==> src/rtl/sci_pkg.sv <==
// Shared SCI definitions: transmitter state encoding and frame constants.
package sci_pkg;

  typedef enum logic [2:0] {
    IDLE,
    START,
    DATA,
    NINTH,
    STOP,
    BREAK
  } sci_tx_state_t;

  localparam int SCI_DATA_BITS    = 8;
  localparam int SCI_BREAK_BITS_8 = 10;
  localparam int SCI_BREAK_BITS_9 = 11;

endpackage

==> src/rtl/sci_baud_gen.sv <==
// Bit-period generator: a down-counter reloaded from the divisor captured at frame_load.
// OVERSAMPLE > 1 gives the receiver's sub-bit ticks; bit_end fires every OVERSAMPLE periods.
module sci_baud_gen #(
  parameter int DIV_W      = 16,
  parameter int OVERSAMPLE = 1
) (
  input  logic             clk30,
  input  logic             reset_n,
  input  logic             en,
  input  logic             frame_load,
  input  logic [DIV_W-1:0] div,
  output logic             bit_end
);

  localparam int SUB_W = (OVERSAMPLE > 1) ? $clog2(OVERSAMPLE) : 1;

  logic [DIV_W-1:0] div_lat;
  logic [DIV_W-1:0] cnt;
  logic [SUB_W-1:0] sub;
  logic             tick;

  assign tick    = en && (cnt == '0);
  assign bit_end = tick && (sub == SUB_W'(OVERSAMPLE - 1));

  // frame_load wins over a coincident tick so a back-to-back frame starts on the new divisor.
  always_ff @(posedge clk30 or negedge reset_n) begin
    if (!reset_n) begin
      div_lat <= '0;
      cnt     <= '0;
      sub     <= '0;
    end else if (frame_load) begin
      div_lat <= div;
      cnt     <= div;
      sub     <= '0;
    end else if (tick) begin
      cnt <= div_lat;
      sub <= bit_end ? '0 : sub + 1'b1;
    end else if (en) begin
      cnt <= cnt - 1'b1;
    end
  end

endmodule

==> src/rtl/sci_tx_serializer.sv <==
// SCI transmitter: one-entry TDR feeding a shifter, 68HC05 framing (start, 8/9 data, stop) and break.
module sci_tx_serializer
  import sci_pkg::*;
#(
  parameter int DIV_W = 16
) (
  input  logic             clk30,
  input  logic             reset_n,
  input  logic             te,
  input  logic             sbk,
  input  logic             m9,
  input  logic             t8,
  input  logic [DIV_W-1:0] baud_div,
  input  logic [7:0]       in_data,
  input  logic             in_write,
  input  logic             ovr_clr,
  output logic             txd,
  output logic             tdre,
  output logic             tc,
  output logic             ovr,
  output logic             busy
);

  sci_tx_state_t state;
  logic [7:0]    tdr;
  logic          tdr_t8;
  logic [7:0]    shifter;
  logic          sh_t8;
  logic          m9_lat;
  logic [3:0]    bit_cnt;

  logic bit_end;
  logic running;
  logic may_start;
  logic break_last;
  logic load_now;
  logic break_now;
  logic frame_load;
  logic write_ok;
  logic write_ovf;

  assign running    = (state != IDLE);
  assign may_start  = (state == IDLE) || ((state == STOP) && bit_end);
  assign break_last = (state == BREAK) && bit_end &&
                      (bit_cnt == (m9_lat ? 4'(SCI_BREAK_BITS_9 - 1) : 4'(SCI_BREAK_BITS_8 - 1)));
  assign break_now  = te && sbk && (may_start || break_last);
  assign load_now   = te && !sbk && !tdre && may_start;
  assign frame_load = load_now || break_now;

  // Write handshake: in_write is taken when tdre=1 or the TDR is moved to the shifter in
  // that same cycle; otherwise the byte is dropped and ovr is set (set beats ovr_clr).
  assign write_ok  = in_write && (tdre || load_now);
  assign write_ovf = in_write && !write_ok;

  sci_baud_gen #(
    .DIV_W      (DIV_W),
    .OVERSAMPLE (1)
  ) u_baud (
    .clk30      (clk30),
    .reset_n    (reset_n),
    .en         (running),
    .frame_load (frame_load),
    .div        (baud_div),
    .bit_end    (bit_end)
  );

  always_ff @(posedge clk30 or negedge reset_n) begin
    if (!reset_n) begin
      state   <= IDLE;
      txd     <= 1'b1;
      tdre    <= 1'b1;
      tc      <= 1'b1;
      ovr     <= 1'b0;
      busy    <= 1'b0;
      tdr     <= '0;
      tdr_t8  <= 1'b0;
      shifter <= '0;
      sh_t8   <= 1'b0;
      m9_lat  <= 1'b0;
      bit_cnt <= '0;
    end else begin
      if (write_ok) begin
        tdr    <= in_data;
        tdr_t8 <= t8;
      end

      if (load_now)      tdre <= !in_write;
      else if (write_ok) tdre <= 1'b0;

      if (write_ovf)    ovr <= 1'b1;
      else if (ovr_clr) ovr <= 1'b0;

      if (load_now) begin
        state   <= START;
        txd     <= 1'b0;
        shifter <= tdr;
        sh_t8   <= tdr_t8;
        m9_lat  <= m9;
        bit_cnt <= '0;
        tc      <= 1'b0;
        busy    <= 1'b1;
      end else if (break_now) begin
        state   <= BREAK;
        txd     <= 1'b0;
        m9_lat  <= m9;
        bit_cnt <= '0;
        tc      <= 1'b0;
        busy    <= 1'b1;
      end else if (bit_end) begin
        case (state)
          START: begin
            state   <= DATA;
            txd     <= shifter[0];
            bit_cnt <= '0;
          end
          DATA: begin
            if (bit_cnt == 4'(SCI_DATA_BITS - 1)) begin
              bit_cnt <= '0;
              if (m9_lat) begin
                state <= NINTH;
                txd   <= sh_t8;
              end else begin
                state <= STOP;
                txd   <= 1'b1;
              end
            end else begin
              shifter <= shifter >> 1;
              txd     <= shifter[1];
              bit_cnt <= bit_cnt + 4'd1;
            end
          end
          NINTH: begin
            state <= STOP;
            txd   <= 1'b1;
          end
          STOP: begin
            state <= IDLE;
            txd   <= 1'b1;
            tc    <= 1'b1;
            busy  <= 1'b0;
          end
          BREAK: begin
            if (break_last) begin
              state   <= STOP;
              txd     <= 1'b1;
              bit_cnt <= '0;
            end else begin
              bit_cnt <= bit_cnt + 4'd1;
            end
          end
          default: begin
            state <= IDLE;
            txd   <= 1'b1;
          end
        endcase
      end
    end
  end

endmodule
==> config.mk <==
export PLATFORM = sky130hd
export DESIGN_NAME = sci_tx_serializer
export DESIGN_NICKNAME = d
export VERILOG_FILES = /design/src/rtl/sci_pkg.sv /design/src/rtl/sci_baud_gen.sv /design/src/rtl/sci_tx_serializer.sv
export SDC_FILE = /design/constraint.sdc
export NUM_CORES = 1
export LEC_CHECK = 0
export CAP_MARGIN = 30
export CORE_MARGIN = 2
export CORE_UTILIZATION = 27
export DETAILED_ROUTE_END_ITERATION = 12
export PLACE_DENSITY = 0.42
export RECOVER_POWER = 50
export SETUP_SLACK_MARGIN = 0.02
export SYNTH_ARGS = -nofsm -noshare
export SYNTH_HDL_FRONTEND = slang
export SYNTH_SLANG_ARGS = --single-unit
==> constraint.sdc <==
create_clock -name clk30 -period 2.87 [get_ports clk30]
set_clock_uncertainty 0.1 [all_clocks]
set_input_delay 0.574 -clock clk30 [delete_from_list [all_inputs] [get_ports clk30]]
set_output_delay 0.574 -clock clk30 [all_outputs]
set_load 0.02 [all_outputs]
# Word-level counts from Yosys, hierarchy flattened
# Cells that the tools add are included.
[op_classes]
addsub = 3
eq_ne = 11
n_mux = 46
bitwise = 1
n_reduce_logical = 38
[op_table]
columns = ["operator", "count"]
rows = [
  ["16-bit two-way mux", 3],
  ["8-bit two-way mux", 5],
  ["1-bit two-way mux", 23],
  ["4-bit two-way mux", 5],
  ["3-bit two-way mux", 6],
  ["16-bit logical NOT", 1],
  ["16-bit by 1-bit subtractor with 16-bit output, second input constant", 1],
  ["1-bit logical AND", 12],
  ["3-bit case mux with 4 select lines", 1],
  ["4-bit case mux with 3 select lines", 1],
  ["2-bit nonzero test", 6],
  ["3-bit nonzero test", 4],
  ["4-bit != test, second input constant", 2],
  ["3-bit by 2-bit == test with 1-bit output, second input constant", 2],
  ["3-bit == test, second input constant", 2],
  ["2-bit AND reduction", 3],
  ["5-bit nonzero test", 1],
  ["4-bit by 1-bit adder with 4-bit output, second input constant", 1],
  ["4-bit by 3-bit == test with 1-bit output, second input constant", 1],
  ["4-bit == test", 1],
  ["1-bit logical NOT", 4],
  ["1-bit logical OR", 4],
  ["2-bit != test, second input constant", 2],
  ["4-bit AND reduction", 1],
  ["7 further kinds", 7],
]
[word_totals]
regBits = 64
input_bits = 32
output_inout_bits = 5

# Depth between registers and ports, before layout
# Gate-level depths: netlist of the first run.
[logic_depth]
ltp_word = 11
ltp_mapped = 9

# Hierarchy
# Synthesis of the first run repeated with hierarchy kept, for this count alone.
[unflattened]
hier_cells = 329
area_unflattened_um2 = 3313.2
[modules_own_cells]
columns = ["module", "instances", "cells_each", "area_each_um2"]
rows = [
  ["sci_baud_gen", 1, 186, 1767.9],
  ["sci_tx_serializer", 1, 143, 1545.2],
]

# Worst setup path before layout of the first run
# No wires, ideal clock.
[synth_timing]
path_type = "flip-flop to flip-flop"
startpoint = "register u_baud.cnt[0]"
endpoint = "register m9_lat"
arrival_time_ns = 2.531
slack_ns = 0.114
path_stages_with_launch = 9
n_path_buf = 1
period_less_slack_ns = 2.756
path_cell_list = "dfrtp_1 -> inv_1 -> ha_1 -> or4b_4 -> or3_4 -> nor4_4 -> o21a_4 -> buf_12 -> mux2_4"
[synth_via]
elab_chain_len = 8
elab_cells_between_ends = 12
cone_classes = "1 x mux; 11 x reduce/logical"
[synth_rtl]
columns = ["element", "line", "source"]
rows = [
  ["start: declaration", "sci_baud_gen.sv:18", "logic [DIV_W-1:0] cnt;"],
  ["start signal: assignment", "sci_baud_gen.sv:33", "cnt <= div;"],
  ["start signal: assignment", "sci_baud_gen.sv:36", "cnt <= div_lat;"],
  ["start signal: assignment", "sci_baud_gen.sv:39", "cnt <= cnt - 1'b1;"],
  ["16-bit logical NOT (*)", "sci_baud_gen.sv:22", "assign tick = en && (cnt == '0);"],
  ["1-bit logical AND (*)", "sci_baud_gen.sv:22", ""],
  ["1-bit logical AND (*)", "sci_baud_gen.sv:23", "assign bit_end = tick && (sub == SUB_W'(OVERSAMPLE - 1));"],
  ["1-bit logical AND (on tied branches)", "sci_tx_serializer.sv:43, sci_tx_serializer.sv:44", ""],
  ["1-bit logical OR / 1-bit logical AND (equally long branches)", "sci_tx_serializer.sv:43, sci_tx_serializer.sv:44", ""],
  ["1-bit logical OR", "sci_tx_serializer.sv:46", "assign break_now = te && sbk && (may_start || break_last);"],
  ["1-bit logical AND", "sci_tx_serializer.sv:46", ""],
  ["2-bit nonzero test (no line)", "--", ""],
  ["end signal: assignment", "sci_tx_serializer.sv:98", "m9_lat <= m9;"],
  ["end signal: assignment", "sci_tx_serializer.sv:105", "m9_lat <= m9;"],
  ["end: declaration", "sci_tx_serializer.sv:29", "logic m9_lat;"],
]
# Every way passes the cells marked *; elsewhere a longest branch is shown, timed or not.
# A chain may end at the register's enable or synchronous reset.

# Worst setup path after layout of the first run
[layout_timing]
startpoint = "register u_baud.cnt[0]"
endpoint = "register u_baud.cnt[1]"
[layout_via]
elab_chain_len = 9
elab_cells_between_ends = 16
cone_classes = "1 x add/sub; 3 x mux; 12 x reduce/logical"
[layout_rtl]
columns = ["element"]
rows = [
  ["branches (longest 9 deep; another with 16-bit by 1-bit subtractor with 16-bit output)"],
]
# Parallel ways; which one is timed is not known. The select of a mux whose other input is x is not followed.

==> flow_metrics.py, run 1 <==
metrics = {
    "status": {
        "status": "finished with violations",
        "violations": "capacitance limit, slew limit",
    },
    "yosys": {
        "synth.distinct_cells": 65,
        "synth_area_per_cell_sq_um": 10.9,
        "syn-cell-area_sq_um": 3610,
        "synthCells": 331,
        "synth_edf_count": 0,
        "synth_ff_type": "dfrtp_1",
        "synth_fp_nets": 366,
        "seq_area_frac_synth": 0.445,
        "ys_ff_latch": 64,
        "ys_warn_count": 0,
        "ys_async_sr_fraction": 1.00,
    },
    "floorplanning": {
        "die_h_microns": 120,
        "rows": 42,
        "start_util": 0.275,
        "die-area_sq_um": 14300,
        "core_sq_um": 13100,
        "io_pins": 37,
        "dieWidth_microns": 120,
    },
    "critical_path": {
        "worstPathArrival_ns": 2.84,
        "startpoint_type": "flop",
        "crit_slowest_cell": "or4b_4",
        "r2r-start": "u_baud.cnt[0]",
        "cpLargestDelayFamily": "simple AND/OR/NAND/NOR gates",
        "critPathMaxStageDelay_ns": 0.52,
        "cp.buffers_inverters": 2,
        "path_class": "reg -> reg",
        "cp_max_fo": 15,
        "crit_chain": "inv_1 -> ha_1 -> or4b_4 -> nor4_4 -> a21o_1 -> o21a_4 -> buf_12 -> mux2_2",
        "reg2reg_to": "u_baud.cnt[1]",
        "critical_path_required_ns": 2.99,
        "r2r_setup_slack_ns": 0.15,
        "worst-r2r-cell-count": 8,
        "worstSetupEndpointType": "flop",
    },
    "sta": {
        "setup_viol": 0,
        "period_share": 0.948,
        "timing.setup.tns_ns": 0,
        "drv_slew": 65,
        "period_minus_slack_ns": 2.72,
        "rsz0062_at_grt": "false",
        "fmax_ghz": 0.368,
        "worst_pin_slew_ns": 1.63,
        "hold_viol_final": 0,
        "relSlewSlack": -0.0896,
    },
    "placement": {
        "placed_area_sq_um": 4280,
        "globalplace.congestion": 0.787,
        "post-dp-hpwl_mm": 6.33,
        "numPortBuffers": 36,
    },
    "pwr": {
        "clkPwrFrac": 0.545,
        "p_comb_frac": 0.035,
        "cellLeakagePower_nw": 2.07,
        "p_sw_frac": 0.209,
        "intPower_mw": 1.70,
        "sequentialPowerShare": 0.421,
        "switchingPower_mw": 0.449,
        "powerDensity_nw_per_um2": 466,
        "peakVddDrop_v": 0.000254,
    },
    "routing": {
        "drc": 0,
        "wire_per_inst_microns": 15.6,
        "drt_wl_total_mm": 8.90,
        "via_per_inst": 4.84,
        "antenna_left": 0,
        "dr.first_iter.drc_count": 130,
        "drt-pass1-iter-count": 4,
        "num_vias": 2759,
    },
    "layout": {
        "final_area_sq_um": 4610,
        "nets": 424,
        "fin_util": 0.351,
        "syn_to_final_growth_pct": 27.8,
        "drive_above_1_share": 0.272,
        "antenna_cells": 0,
    },
    "grt": {
        "grt.total_usage": 0.138,
        "grt_pass1_wl_mm": 15.2,
        "grt_start_max_net_pins": 65,
        "antenna_found_initial": 0,
        "grt_overflow": 0,
        "first_global_vias": 2842,
    },
    "worst_hold_path": {
        "holdPathStages": 2,
        "min_path_type": "reg -> reg",
        "min_delay_worst_endpoint": "tc",
        "timing.hold.worst.start": "tc",
    },
    "clock_network": {
        "numCtsBuffers": 9,
        "cts_max_level": 3,
        "cts.clk_slew.worst_paths_ns": 0.05,
        "cts_hold_buf": 0,
        "clock_sinks": 64,
        "cts_tree": "built",
        "clockBufferDepth": 2,
        "clk_latency_ns": 0.34,
        "root_buffer": "clkbuf_16",
    },
    "job": {
        "maxCapViolCount": 1,
    },
}
-- logic make-up after synthesis --
logic type / Yosys count / share of synthesized area
xor+xnor: 1 / 0.00243
fa+ha+maj: 3 / 0.0104
buf+inv: 38 / 0.0558
flops: 64 / 0.445
mux: 50 / 0.174
simple gates: 97 / 0.165
compound gates: 78 / 0.147
-- power groups by stage --
| stage | sequential (mW) | clock [mW] | combinational (mW) |
|---|---|---|---|
| after floorplan | 0.922 | 0 | 0.00555 |
| after global placement | 0.920 | 0 | 0.0809 |
| after detailed placement | 0.920 | 0 | 0.0809 |
| after CTS | 0.904 | 1.22 | 0.0813 |
| after global routing | 0.904 | 1.27 | 0.0837 |
| final | 0.905 | 1.17 | 0.0749 |
-- metrics by stage --
stage / std cells / setup WS (ns) / hold WS [ns] / total power, mW
after detailed placement: 550 / 0.0885 / 0.365 / 1.00
after floorplan: 331 / 0.114 / 0.178 / 0.927
after global placement: 550 / 0.137 / 0.365 / 1.00
after CTS: 566 / 0.0747 / 0.160 / 2.20
after global routing: 570 / 0.0127 / 0.387 / 2.25
final: 570 / 0.149 / 0.369 / 2.15
-- state kept, by name (all words and copies together), names as in the netlist --
name            cells
state               3
u_baud.div_lat     16
tdr_t8              1
u_baud.sub          1
busy                1
tc                  1
shifter             8
bit_cnt             4
ovr                 1
tdre                1
u_baud.cnt         16
sh_t8               1
m9_lat              1
txd                 1
tdr                 8
-- area by class of cell --
cell class	count	area, sq um
Timing Repair Buffer	66	594
Fill cell	1380	8530
Inverter	19	71.3
Multi-Input combinational cell	229	1810
Clock inverter	6	83.8
Sequential cell	64	1610
Tap cell	176	220
Clock buffer	10	229
-- repair_timing --
action / CTS / global route
setup endpoints to repair: 0 / 20
setup buffers: 0 / 4
resized for setup: 0 / 1
-- synth_stat cells (5+ instances only) --
library cell  instances  area [sq um]
inv_1                19          71.3
nor2_1               11          41.3
o21ai_0              15          75.1
mux2_2               27           304
mux2_4               19           285
dfrtp_1              61          1530
a31oi_1               6          37.5
o22ai_1               6          37.5
nand2_1              19          71.3
nand3_1              10          50.1
nand4_1               7          43.8
o211ai_1              5          37.5
buf_2                 6          30.0
clkbuf_1              8          30.0
a21oi_1              14          70.1
nor3_1                9          45.0
o31ai_1               6          45.0
-- worst reg2reg max path, cell delays in order, from the launching register on --
cell and delay, ns:
dfrtp_1 0.41, inv_1 0.09, ha_1 0.17, or4b_4 0.52, nor4_4 0.36, a21o_1 0.25, o21a_4 0.20, buf_12 0.17
mux2_2 0.35
-- routing by layer --
metal / GRT usage / vias to the layer above / routed length [microns]
met5: 0 / - / 0
met4: 0.0507 / 0 / 142
met3: 0.0409 / 12 / 456
met2: 0.199 / 60 / 3840
met1: 0.195 / 1327 / 4460
li1: - / 1360 / -
-- how the worst max path moves through the flow --
stage	from	to	depth (start not counted)
6_report	u_baud.cnt[0]	u_baud.cnt[1]	8
5_1_grt	u_baud.cnt[0]	u_baud.cnt[1]	8
2_1_floorplan	u_baud.cnt[0]	m9_lat	8
3_3_place_gp	u_baud.cnt[0]	u_baud.div_lat[14]	8
4_1_cts	u_baud.cnt[0]	u_baud.cnt[9]	8
3_5_place_dp	u_baud.cnt[0]	u_baud.cnt[9]	8
-- layout by cell type, fill, tap and decap left out, drive strengths merged, types with 7 or more instances in the layout --
master	n
buf	30
clkdlybuf4s50	33
nand4	8
mux2	46
a21oi	14
inv	19
clkbuf	11
o21ai	15
nand3	10
nor3	10
nand2	19
nor4	7
dfrtp	61
nor2	11
(Power assumes the default switching activity.)
==> run 2: changes to the inputs <==
CAP_MARGIN = 20   (was 30)
DONT_BUFFER_PORTS = 1   (was unset)
HOLD_SLACK_MARGIN = 0.05   (was unset)
PLACE_DENSITY = 0.39   (was 0.42)
==> run 2 against run 1 <==
- the run still ends with capacitance limit, slew limit left
- routed wire length increased by 1.8%
- setup slack better by 0.018 ns
- first-iteration DRC count rose by 18%
- non-clock buffer count fell by 32
- via count is 2.6% lower
- cell count is 5.6% lower
- register-to-register slack improved by 0.02 ns
- global-route usage rose by 0.10 points
- sequential share of layout area grew 2.3 points
- count of clock-buffer cells in the layout is 2 higher
- critical path type unchanged
==> flow_metrics.py, run 2 (same netlist as run 1, synthesis figures left out) <==
metrics = {
    "status": {
        "status": "finished with violations",
        "violations": "capacitance limit, slew limit",
    },
    "layout": {
        "nets": 392,
        "syn_to_final_growth_pct": 19.9,
        "fin_util": 0.330,
        "drive_above_1_share": 0.307,
        "antenna_cells": 0,
        "final_common_cell": "dfrtp_1",
        "reg_top3": "u_baud.cnt (16), u_baud.div_lat (16)",
        "final_cell_mix": "61 x dfrtp_1, 30 x buf_4, 27 x mux2_2",
        "instances_no_fill": 538,
    },
    "floorplanning": {
        "dieWidth_microns": 120,
        "io_pins": 37,
        "core_sq_um": 13100,
        "die-area_sq_um": 14300,
        "rows": 42,
        "die_h_microns": 120,
        "start_util": 0.275,
    },
    "sta": {
        "hold_viol_final": 0,
        "rsz0062_at_grt": "false",
        "drv_slew": 65,
        "holdWs_ns": 0.162,
        "period_share": 0.942,
        "timing.setup.tns_ns": 0,
        "fmax_ghz": 0.370,
        "setup_viol": 0,
        "worst_pin_slew_ns": 1.65,
        "relSlewSlack": -0.0969,
        "period_minus_slack_ns": 2.70,
    },
    "critical_path": {
        "critical_path_required_ns": 2.99,
        "crit_chain": "inv_1 -> ha_1 -> or4b_4 -> or3_4 -> nor4_4 -> o21a_4 -> buf_4 -> mux2_4",
        "startpoint_type": "flop",
        "cp.buffers_inverters": 2,
        "worstSetupEndpointType": "flop",
        "critPathMaxStageDelay_ns": 0.52,
        "path_class": "reg -> reg",
        "cp_max_fo": 7,
        "cpLargestDelayFamily": "simple AND/OR/NAND/NOR gates",
        "crit_slowest_cell": "or4b_4",
        "worstPathArrival_ns": 2.82,
    },
    "clock_network": {
        "clockBufferDepth": 2,
        "clk_latency_ns": 0.34,
        "numCtsBuffers": 9,
        "cts_tree": "built",
        "clock_sinks": 64,
        "root_buffer": "clkbuf_16",
        "cts.clk_slew.worst_paths_ns": 0.05,
        "cts_max_level": 3,
    },
    "pwr": {
        "powerDensity_nw_per_um2": 503,
        "cellLeakagePower_nw": 1.95,
        "peakVddDrop_v": 0.000305,
        "power_mw": 2.18,
    },
    "job": {
        "maxCapViolCount": 1,
    },
    "grt": {
        "first_global_vias": 2798,
        "grt.total_usage": 0.139,
        "antenna_found_initial": 0,
        "grt_start_max_net_pins": 65,
        "grt_pass1_wl_mm": 15.2,
        "grt_overflow": 0,
    },
    "routing": {
        "drt-pass1-iter-count": 4,
        "dr.first_iter.drc_count": 154,
        "antenna_left": 0,
        "wire_per_inst_microns": 16.8,
        "via_per_inst": 5.00,
        "drc": 0,
        "num_vias": 2688,
        "drt_wl_total_mm": 9.06,
    },
    "placement": {
        "globalplace.congestion": 0.810,
        "placed_cells": 518,
        "numPortBuffers": 0,
        "post-dp-hpwl_mm": 6.52,
    },
    "worst_hold_path": {
        "min_path_type": "in -> reg",
    },
}
run 2: cell count changes in the layout (fill, tap and decap cells not counted), moves of 2 or more:
cell / change
clkinv_2: -3
clkbuf_8: +3
buf_4: +3
clkinvlp_4: +2
clkdlybuf4s50_1: -33
run 2: what timing repair did:
action	in CTS	in global routing
resized for setup	0	1
setup buffers	0	2
hold buffers	2	0
endpoints found under the setup margin	0	34
endpoints found under the hold margin	64	0
run 2: stage by stage:
stage / cell area, sq um / worst slack [ns]
finish: 4330 / 0.167
global route: 4330 / 0.0432
CTS: 4330 / 0.0793
detailed placement: 3960 / 0.0849
global placement: 3960 / 0.126
floorplan: 3610 / 0.114
run 2: routing by layer:
| metal | routed length, microns | track usage | part of all wire | up-vias |
|---|---|---|---|---|
| li1 | - | - | - | 1293 |
| met5 | 0 | 0 | 0 | - |
| met3 | 554 | 0.0509 | 0.061 | 15 |
| met1 | 4310 | 0.181 | 0.48 | 1327 |
| met4 | 192 | 0.0618 | 0.021 | 0 |
| met2 | 4000 | 0.206 | 0.44 | 53 |
run 2: area by class of cell:
type | count | area (sq um)
fill | 1366 | 8810
multi-input combinational | 229 | 1810
sequential | 64 | 1610
timing repair buffer | 34 | 280
clock buffer | 12 | 267
tap | 176 | 220
clock inverter | 4 | 75.1
inverter | 19 | 71.3
run 2: worst paths after layout:
| path | start | endpoint | slack, ns | cells past startpoint |
|---|---|---|---|---|
| worst max-delay path | u_baud.cnt[0] | u_baud.div_lat[4] | 0.17 | 8 |
| worst min-delay path | in_write | tdre | 0.16 | 1 |
| worst max register to register | u_baud.cnt[0] | u_baud.div_lat[4] | 0.17 | 8 |
| worst min register to register | tdr[4] | shifter[4] | 0.40 | 1 |
| max in group asynchronous | reset_n | tdr[3] | 0.59 | 2 |
| min in group asynchronous | reset_n | u_baud.div_lat[11] | 1.11 | 2 |
run 2: report_power, final:
| part | total, mW | internal, mW | switching (mW) |
|---|---|---|---|
| clock | 1.25 | 0.831 | 0.415 |
| sequential | 0.906 | 0.904 | 0.00187 |
| combinational | 0.0269 | 0.00517 | 0.0218 |
==> run 3: changes to the inputs <==
CORE_UTILIZATION = 55   (was 27)
GPL_ROUTABILITY_DRIVEN = 0   (was unset)
PLACE_DENSITY = 0.7   (was 0.39)
==> run 3 against run 2 <==
- utilization up 31 points
- highest routed layer unchanged
- largest power group is now sequential cells
- largest cell class unchanged
- sequential share of layout area up 2.2 points
- first-iteration DRC count up 4.5%
- design area down 5.6%
- the run still ends with capacitance limit, slew limit left
==> flow_metrics.py, run 3 (same netlist as run 1, synthesis figures left out) <==
metrics = {
    "layout": {
        "nets": 387,
        "reg_top3": "u_baud.cnt (16), u_baud.div_lat (16)",
        "syn_to_final_growth_pct": 13.2,
        "final_area_sq_um": 4090,
        "antenna_cells": 0,
        "instances_no_fill": 434,
        "final_cell_mix": "61 x dfrtp_1, 27 x mux2_2, 23 x buf_4",
        "final_common_cell": "dfrtp_1",
        "fin_util": 0.644,
        "drive_above_1_share": 0.297,
    },
    "grt": {
        "first_global_vias": 2544,
        "antenna_found_initial": 0,
        "grt_overflow": 0,
        "grt.total_usage": 0.224,
        "grt_start_max_net_pins": 65,
        "grt_pass1_wl_mm": 12.6,
    },
    "pwr": {
        "power_mw": 1.81,
        "cellLeakagePower_nw": 1.88,
        "peakVddDrop_v": 0.000322,
        "clkPwrFrac": 0.487,
        "switchingPower_mw": 0.392,
        "sequentialPowerShare": 0.499,
        "powerDensity_nw_per_um2": 444,
        "intPower_mw": 1.42,
        "p_comb_frac": 0.014,
        "p_sw_frac": 0.216,
    },
    "critical_path": {
        "worstSetupEndpointType": "flop",
        "critical_path_required_ns": 3.01,
        "r2r-start": "u_baud.cnt[0]",
        "cp_max_fo": 15,
        "worst-r2r-cell-count": 8,
        "path_class": "reg -> reg",
        "r2r_setup_slack_ns": 0.09,
        "worstPathArrival_ns": 2.92,
        "reg2reg_to": "u_baud.cnt[1]",
        "startpoint_type": "flop",
    },
    "sta": {
        "setup_viol": 0,
        "fmax_ghz": 0.360,
        "holdWs_ns": 0.149,
        "period_minus_slack_ns": 2.78,
        "setup_ws_ns": 0.0900,
        "relSlewSlack": -0.0177,
        "drv_slew": 65,
        "period_share": 0.969,
        "rsz0062_at_grt": "true",
        "worst_pin_slew_ns": 1.53,
        "hold_viol_final": 0,
        "timing.setup.tns_ns": 0,
    },
    "worst_hold_path": {
        "holdPathStages": 1,
        "timing.hold.worst.start": "in_write",
        "min_path_type": "in -> reg",
        "min_delay_worst_endpoint": "tdre",
    },
    "floorplanning": {
        "rows": 29,
        "die_h_microns": 85.0,
        "die-area_sq_um": 7230,
        "io_pins": 37,
        "core_sq_um": 6350,
        "start_util": 0.568,
        "dieWidth_microns": 85.0,
    },
    "routing": {
        "drt_wl_total_mm": 7.87,
        "num_vias": 2686,
        "antenna_left": 0,
        "drc": 0,
        "drt-pass1-iter-count": 5,
        "dr.first_iter.drc_count": 161,
        "wire_per_inst_microns": 18.1,
        "via_per_inst": 6.19,
    },
    "clock_network": {
        "cts_max_level": 3,
        "clock_sinks": 64,
        "root_buffer": "clkbuf_8",
        "clockBufferDepth": 2,
        "numCtsBuffers": 9,
        "cts.clk_slew.worst_paths_ns": 0.08,
        "cts_tree": "built",
        "clk_latency_ns": 0.35,
    },
    "placement": {
        "numPortBuffers": 0,
        "dp_slack_ns": 0.0187,
        "placed_area_sq_um": 3780,
        "placed_cells": 412,
        "post-dp-hpwl_mm": 5.16,
    },
    "status": {
        "violations": "capacitance limit, slew limit",
        "status": "finished with violations",
    },
    "job": {
        "maxCapViolCount": 1,
    },
}
-- run 3: cell count changes in the layout (fill, tap and decap cells not counted), sizes merged --
cell	before	now
clkbuf	13	12
clkinv	0	2
buf	32	26
clkinvlp	2	1
bufbuf	0	1
-- run 3: critical path: stages, from the launching register on --
cell and delay [ns]:
dfrtp_1 0.42, inv_2 0.10, ha_1 0.18, or4b_4 0.53
or3_4 0.41, nor4_4 0.19, o21a_4 0.23, buf_12 0.17
mux2_2 0.34
-- run 3: final cells by class --
type | instances | area (sq um)
Tap cell | 77 | 96.3
Timing Repair Buffer | 29 | 280
Multi-Input combinational cell | 229 | 1810
Sequential cell | 64 | 1610
Clock inverter | 5 | 81.3
Clock buffer | 11 | 141
Inverter | 19 | 71.3
Fill cell | 490 | 2260
-- run 3: repair_timing --
item	4_1_cts	5_1_grt
endpoints found under the setup margin	12	28
hold endpoints to repair	64	0
setup buffers	0	3
pin swaps	0	4
cloned	1	0
resized for setup	1	1
hold buffers	2	0
-- run 3: how the worst max path moves through the flow --
stage | start | cells after the start | slack (ns) | to
2_1_floorplan | u_baud.cnt[0] | 8 | 0.11 | m9_lat
3_3_place_gp | u_baud.cnt[0] | 8 | 0.11 | u_baud.cnt[11]
3_5_place_dp | u_baud.cnt[0] | 8 | 0.02 | u_baud.cnt[2]
4_1_cts | u_baud.cnt[0] | 8 | 0.002 | u_baud.cnt[1]
5_1_grt | u_baud.cnt[0] | 8 | -0.0005 | u_baud.cnt[1]
6_report | u_baud.cnt[0] | 8 | 0.09 | u_baud.cnt[1]
-- run 3: power by group through the flow --
stage	logic (mW)	clock network, mW	registers, mW
3_3_place_gp	0.00762	0	0.922
6_report	0.0259	0.882	0.904
4_1_cts	0.0321	0.892	0.904
5_1_grt	0.0311	0.937	0.904
2_1_floorplan	0.00555	0	0.922
3_5_place_dp	0.00791	0	0.922
-- run 3: per-layer routing --
layer	track usage	part of all wire	up-vias
met3	0.0768	0.064	14
met4	0.0649	0.013	0
met5	0	0	-
met2	0.335	0.47	82
met1	0.311	0.45	1304
li1	-	-	1286
